`config.mk`:
```
export PLATFORM = sky130hd
export DESIGN_NAME = axis_video_timing
export DESIGN_NICKNAME = d
export VERILOG_FILES = /design/src/rtl/video_timing_pkg.sv /design/src/rtl/video_timing_counter.sv /design/src/rtl/axis_video_timing.sv
export SDC_FILE = /design/constraint.sdc
export NUM_CORES = 1
export LEC_CHECK = 0
export ABC_AREA = 1
export ABC_CLOCK_PERIOD_IN_PS = 2600
export CORE_UTILIZATION = 60
export CTS_CLUSTER_SIZE = 24
export DETAILED_ROUTE_END_ITERATION = 8
export DONT_BUFFER_PORTS = 1
export GPL_TIMING_DRIVEN = 1
export HOLD_SLACK_MARGIN = 0.02
export PLACE_DENSITY = 0.82
export SYNTH_ARGS = -nofsm -noshare
export SYNTH_HDL_FRONTEND = slang
export SYNTH_HIERARCHICAL = 1
export SYNTH_SLANG_ARGS = --single-unit
```
`constraint.sdc`:
```
create_clock -name clk -period 2.6 [get_ports clk]
set_input_delay 0.78 -clock clk [delete_from_list [all_inputs] [get_ports clk]]
set_output_delay 0.78 -clock clk [all_outputs]
set_load 0.05 [all_outputs]
```
`src/rtl/video_timing_pkg.sv`:
```
// Shared types, default 640x480@60 timing constants and sizing helpers
// for the AXI4-Stream video timing engine.
package video_timing_pkg;

   typedef enum logic {
      UNLOCKED = 1'b0,
      LOCKED   = 1'b1
   } lock_state_e;

   localparam int DEF_H_ACTIVE = 640;
   localparam int DEF_H_FP     = 16;
   localparam int DEF_H_SYNC   = 96;
   localparam int DEF_H_BP     = 48;
   localparam int DEF_V_ACTIVE = 480;
   localparam int DEF_V_FP     = 10;
   localparam int DEF_V_SYNC   = 2;
   localparam int DEF_V_BP     = 33;

   function automatic int timing_total(input int active, input int fp, input int sync, input int bp);
      return active + fp + sync + bp;
   endfunction

   function automatic int cnt_width(input int total);
      return (total <= 2) ? 1 : $clog2(total);
   endfunction

endpackage

```
`src/rtl/video_timing_counter.sv`:
```
// Free-running h/v raster counters with a load port that jumps to the start
// of the vertical front porch, plus active-region and sync-window decode.
module video_timing_counter
   import video_timing_pkg::*;
#(
   parameter int H_ACTIVE = DEF_H_ACTIVE,
   parameter int H_FP     = DEF_H_FP,
   parameter int H_SYNC   = DEF_H_SYNC,
   parameter int H_BP     = DEF_H_BP,
   parameter int V_ACTIVE = DEF_V_ACTIVE,
   parameter int V_FP     = DEF_V_FP,
   parameter int V_SYNC   = DEF_V_SYNC,
   parameter int V_BP     = DEF_V_BP
) (
   input  logic clk,
   input  logic rst,
   input  logic load,
   output logic active,
   output logic last_slot,
   output logic hs_win,
   output logic vs_win
);

   localparam int H_TOTAL = timing_total(H_ACTIVE, H_FP, H_SYNC, H_BP);
   localparam int V_TOTAL = timing_total(V_ACTIVE, V_FP, V_SYNC, V_BP);
   localparam int HW      = cnt_width(H_TOTAL);
   localparam int VW      = cnt_width(V_TOTAL);

   logic [HW-1:0] h_q, h_d;
   logic [VW-1:0] v_q, v_d;

   // Load has priority so a lock lands on a known raster phase regardless of wrap.
   always_comb begin
      h_d = h_q;
      v_d = v_q;
      if (load) begin
         h_d = '0;
         v_d = VW'(V_ACTIVE);
      end else if (h_q == HW'(H_TOTAL - 1)) begin
         h_d = '0;
         v_d = (v_q == VW'(V_TOTAL - 1)) ? '0 : v_q + 1'b1;
      end else begin
         h_d = h_q + 1'b1;
      end
   end

   // NOTE: sequential state uses non-blocking assignments only; the *_d values
   // above are computed with blocking assignments in always_comb, each given a
   // default first so no latch is inferred.
   always_ff @(posedge clk) begin
      if (rst) begin
         h_q <= '0;
         v_q <= '0;
      end else begin
         h_q <= h_d;
         v_q <= v_d;
      end
   end

   always_comb begin
      active    = (int'(h_q) < H_ACTIVE) && (int'(v_q) < V_ACTIVE);
      last_slot = (int'(h_q) == H_ACTIVE - 1) && (int'(v_q) == V_ACTIVE - 1);
      hs_win    = (int'(h_q) >= H_ACTIVE + H_FP) && (int'(h_q) < H_ACTIVE + H_FP + H_SYNC);
      vs_win    = (int'(v_q) >= V_ACTIVE + V_FP) && (int'(v_q) < V_ACTIVE + V_FP + V_SYNC);
   end

endmodule

```
`src/rtl/axis_video_timing.sv`:
```
// AXI4-Stream to video timing engine: lock FSM aligning stream tlast to the
// raster, one-pixel-per-active-slot handshake and registered video outputs.
module axis_video_timing
   import video_timing_pkg::*;
#(
   parameter int                H_ACTIVE = DEF_H_ACTIVE,
   parameter int                H_FP     = DEF_H_FP,
   parameter int                H_SYNC   = DEF_H_SYNC,
   parameter int                H_BP     = DEF_H_BP,
   parameter int                V_ACTIVE = DEF_V_ACTIVE,
   parameter int                V_FP     = DEF_V_FP,
   parameter int                V_SYNC   = DEF_V_SYNC,
   parameter int                V_BP     = DEF_V_BP,
   parameter bit                HS_POL   = 1'b0,
   parameter bit                VS_POL   = 1'b0,
   parameter int                DATA_W   = 24,
   parameter logic [DATA_W-1:0] FILL     = '0
) (
   input  logic              clk,
   input  logic              rst,
   input  logic              axis_tvalid,
   output logic              axis_tready,
   input  logic [DATA_W-1:0] axis_tdata,
   input  logic              axis_tlast,
   output logic [DATA_W-1:0] pix_data,
   output logic              de,
   output logic              hsync,
   output logic              vsync,
   output logic              locked,
   output logic              underflow,
   output logic              resync
);

   lock_state_e       state_q, state_d;
   logic              active, last_slot, hs_win, vs_win, load;
   logic [DATA_W-1:0] pix_data_q, pix_data_d;
   logic              de_q, hsync_q, vsync_q, underflow_q, underflow_d, resync_q, resync_d;

   video_timing_counter #(
      .H_ACTIVE(H_ACTIVE), .H_FP(H_FP), .H_SYNC(H_SYNC), .H_BP(H_BP),
      .V_ACTIVE(V_ACTIVE), .V_FP(V_FP), .V_SYNC(V_SYNC), .V_BP(V_BP)
   ) u_counter (
      .clk       (clk),
      .rst       (rst),
      .load      (load),
      .active    (active),
      .last_slot (last_slot),
      .hs_win    (hs_win),
      .vs_win    (vs_win)
   );

   always_ff @(posedge clk) begin
      if (rst) state_q <= UNLOCKED;
      else     state_q <= state_d;
   end

   always_comb begin
      state_d = state_q;
      case (state_q)
         UNLOCKED: if (load)     state_d = LOCKED;
         LOCKED:   if (resync_d) state_d = UNLOCKED;
         default:                state_d = UNLOCKED;
      endcase
   end

   // While unlocked the source is drained every cycle until a tlast marks a frame edge.
   always_comb begin
      axis_tready = 1'b0;
      load        = 1'b0;
      pix_data_d  = FILL;
      underflow_d = 1'b0;
      resync_d    = 1'b0;
      if (!rst) begin
         case (state_q)
            UNLOCKED: begin
               axis_tready = 1'b1;
               load        = axis_tvalid && axis_tlast;
            end
            LOCKED: begin
               axis_tready = active;
               if (active && axis_tvalid) pix_data_d = axis_tdata;
               underflow_d = active && !axis_tvalid;
               resync_d    = active && axis_tvalid && (axis_tlast != last_slot);
            end
            default: ;
         endcase
      end
   end

   always_ff @(posedge clk) begin
      if (rst) begin
         pix_data_q  <= '0;
         de_q        <= 1'b0;
         hsync_q     <= !HS_POL;
         vsync_q     <= !VS_POL;
         underflow_q <= 1'b0;
         resync_q    <= 1'b0;
      end else begin
         pix_data_q  <= pix_data_d;
         de_q        <= active;
         hsync_q     <= hs_win ? HS_POL : !HS_POL;
         vsync_q     <= vs_win ? VS_POL : !VS_POL;
         underflow_q <= underflow_d;
         resync_q    <= resync_d;
      end
   end

   assign pix_data  = pix_data_q;
   assign de        = de_q;
   assign hsync     = hsync_q;
   assign vsync     = vsync_q;
   assign underflow = underflow_q;
   assign resync    = resync_q;
   assign locked    = (state_q == LOCKED);

endmodule

```
==> impl_metrics.yaml <==
run_status:
  run_status: "finished clean"
clocking:
  clk_latency_ps: 370
  clk_pin_slew_worst_paths_ps: 140
  cts-root-buf: "clkbuf_4"
  tritoncts: "yes"
  cts_buffers: 5
  clock_sinks: 50
  cts_hold_buf: 0
  htreeDepth: 2
  post_cts_buffers: 0
  cts_resized: 0
  cts_buffer_depth: 2
place:
  dp_slack_ps: 553
  io_buffers: 0
  dp_hpwl_um: 3080
  gp_congestion: 0.889
  post-place-cells: 346
sta:
  drv_slew: 0
  tns_ps: 0
  min_period_ps: 2450
  slew_headroom_pct: 66.0
  finalWorstSetupSlack_ps: 150
  worstMarginPinSlew_ps: 510
  fmax_mhz: 408
  fin_skew_ps: 11.5
  fin_crit_sh_pct: 94.2
  rsz0062_at_grt: "false"
  hold_violations: 0
  setup_violations: 0
worst_setup_path:
  end_kind: "output pin"
  max_stage_delay_ps: 390
  worstSetupPathType: "reg -> out"
  cp-start-kind: "register"
  cp_top_family: "simple AND/OR/NAND/NOR gates"
  critPathSlowestCell: "dfxtp_1"
  worstPathMaxFanout: 6
  path_cells: "nand2_1, inv_1, nand3_1, nor3b_1, nand2_2, o21ai_1, buf_4"
  cp_data_required_time_ps: 1820
  crit_arrival_ps: 1670
  path_buf_inv: 2
pwr:
  comb_power_share_pct: 5.6
  ir_worst_vdd_mv: 0.394
  swShare_pct: 27.1
  internal-power_uw: 913
  power_frac_clock_pct: 28.3
  power.density_nw_per_um2: 555
  p_seq_share_pct: 66.1
  power_mw: 1.25
  p_switching_uw: 340
  p_leak_nw: 1.01
routing:
  vias: 1750
  viasPerCell: 4.94
  drt_iter0_drc: 155
  firstDrtPassIters: 4
  drc_errors: 0
  postRouteAntennaNets: 0
  drt_wl_total_um: 4040
  wl_per_cell_um: 11.4
final_layout:
  final_util_pct: 66.6
  layout.nets: 339
  stdcell_count: 354
  regArea_um2: 1000
  syn2layout_area_growth_pct: 4.09
  layout-drive-gt1-share_pct: 8.44
  antenna_cells: 0
  multi_input_area_um2: 896
  n_fill_cell: 271
global_routing:
  gr-total-overflow: 0
  busiest_layer: "met2"
  grtUsageMet1_pct: 28.3
  met3_usage_pct: 5.33
  use_met2_pct: 38.3
  grt_first_pass_wirelength_um: 7030
  grtUsageTotal_pct: 23.0
  antenna_found_initial: 0
  grt_pass1_vias: 1632
  grt_max_degree: 25
synthesis:
  ys.warnings.count: 6
  ys_seq_elements: 50
  synth_top_area_share_pct: 46.1
  ys_seq_area_share_pct: 46.1
  ys_types: 29
  syn_area_per_cell_um2: 7.16
  syn-instance-count: 303
  yosys.area.top_type: "dfxtp_1"
  synth.cell_area_um2: 2170
  synth.area.top_cells: "dfxtp_1 (46%), nor2_1 (11%), inv_1 (10%)"
  synth_nets: 335
die:
  core_um2: 3390
  die-width_um: 62.1
  dieHeight_um: 62.1
  placementRows: 21
  start_util_pct: 64.0
  dieArea_um2: 3860
  pin_count: 59
run:
  cap_violations: 0
worst_hold_path:
  holdCritPathClass: "in -> reg"
[metal layers]
layer  vias to the layer above  wire length [um]  share of wire (%)
met5                         -                 0                  0
met4                         0                94                2.3
met3                        11               221                5.5
met2                        57              1990                 49
met1                       763              1740                 43
li1                        919                 -                  -
[stage by stage]
step | hold WS (ps) | instance area [um^2]
final | 452 | 2260
after global routing | 441 | 2260
after CTS | 454 | 2260
after detailed placement | 471 | 2200
after global placement | 456 | 2200
after floorplan | 441 | 2170
[cell usage in the layout (no fill, tap or decap), types with 3 or more instances in the layout]
cell type	netlist	final
dfxtp_1	50	49
inv_1	58	58
clkbuf_4	0	5
nand2_1	58	58
ha_1	4	4
nor2_1	66	66
nor3_1	3	3
inv_2	3	3
nand4_1	6	6
a21oi_1	10	10
nand3_1	16	16
[synthesized netlist by cell type]
cell type / number
ha_1: 4
inv_2: 3
nor4_1: 2
nor2_4: 2
xnor2_1: 1
nand3b_1: 1
nor3b_2: 2
nor2_1: 66
buf_6: 3
nor2_2: 2
o21bai_1: 1
nand2_1: 58
o21ai_0: 3
nand2_2: 1
o21ai_1: 1
nand3_2: 1
a21oi_1: 10
xor2_1: 1
nor3b_1: 1
o21ai_2: 2
nand4_1: 6
buf_2: 2
nor3_1: 3
dfxtp_1: 50
a311oi_1: 1
inv_1: 58
nand3_1: 16
o21bai_2: 1
nand2_4: 1
[power by group through the flow]
| stage | Sequential [mW] | Combinational [mW] | Clock, mW |
|---|---|---|---|
| 5_1_grt | 0.830 | 0.0803 | 0.388 |
| 4_1_cts | 0.828 | 0.0709 | 0.359 |
| 3_5_place_dp | 0.845 | 0.0703 | 0 |
| 6_report | 0.828 | 0.0704 | 0.354 |
| 3_3_place_gp | 0.844 | 0.0679 | 0 |
| 2_1_floorplan | 0.845 | 0.0574 | 0 |
[registers in the layout (all words and copies together), names as in the netlist]
name	flops
locked	1
u_counter/v_q	10
underflow	1
hsync	1
de	1
u_counter/h_q	10
pix_data	24
resync	1
vsync	1
[path summary, 6_finish.rpt]
check,to,slack (ps),from,cells after the start
worst max-delay path,axis_tready,150,u_counter/v_q[7],7
worst min-delay path,u_counter/v_q[8],450,rst,1
worst max register to register,locked,760,u_counter/h_q[0],10
worst min register to register,u_counter/h_q[0],490,u_counter/h_q[0],1
[cell families after synthesis]
family,share of synthesized area (%)
adder cells (fa/ha/maj),2.31
flip-flops,46.1
AND/OR/NAND/NOR,32.9
AO/OA/AOI/OAI,5.31
buffers and inverters,12.6
XOR/XNOR,0.808
[final cells by class]
class,instances,area share [%]
inverter,61,10.1
timing repair buffer,2,0.665
clock buffer,5,1.66
clock inverter,3,0.942
multi-input combinational,187,39.7
tap,46,2.55
sequential,50,44.4
(Power assumes the default switching activity.)
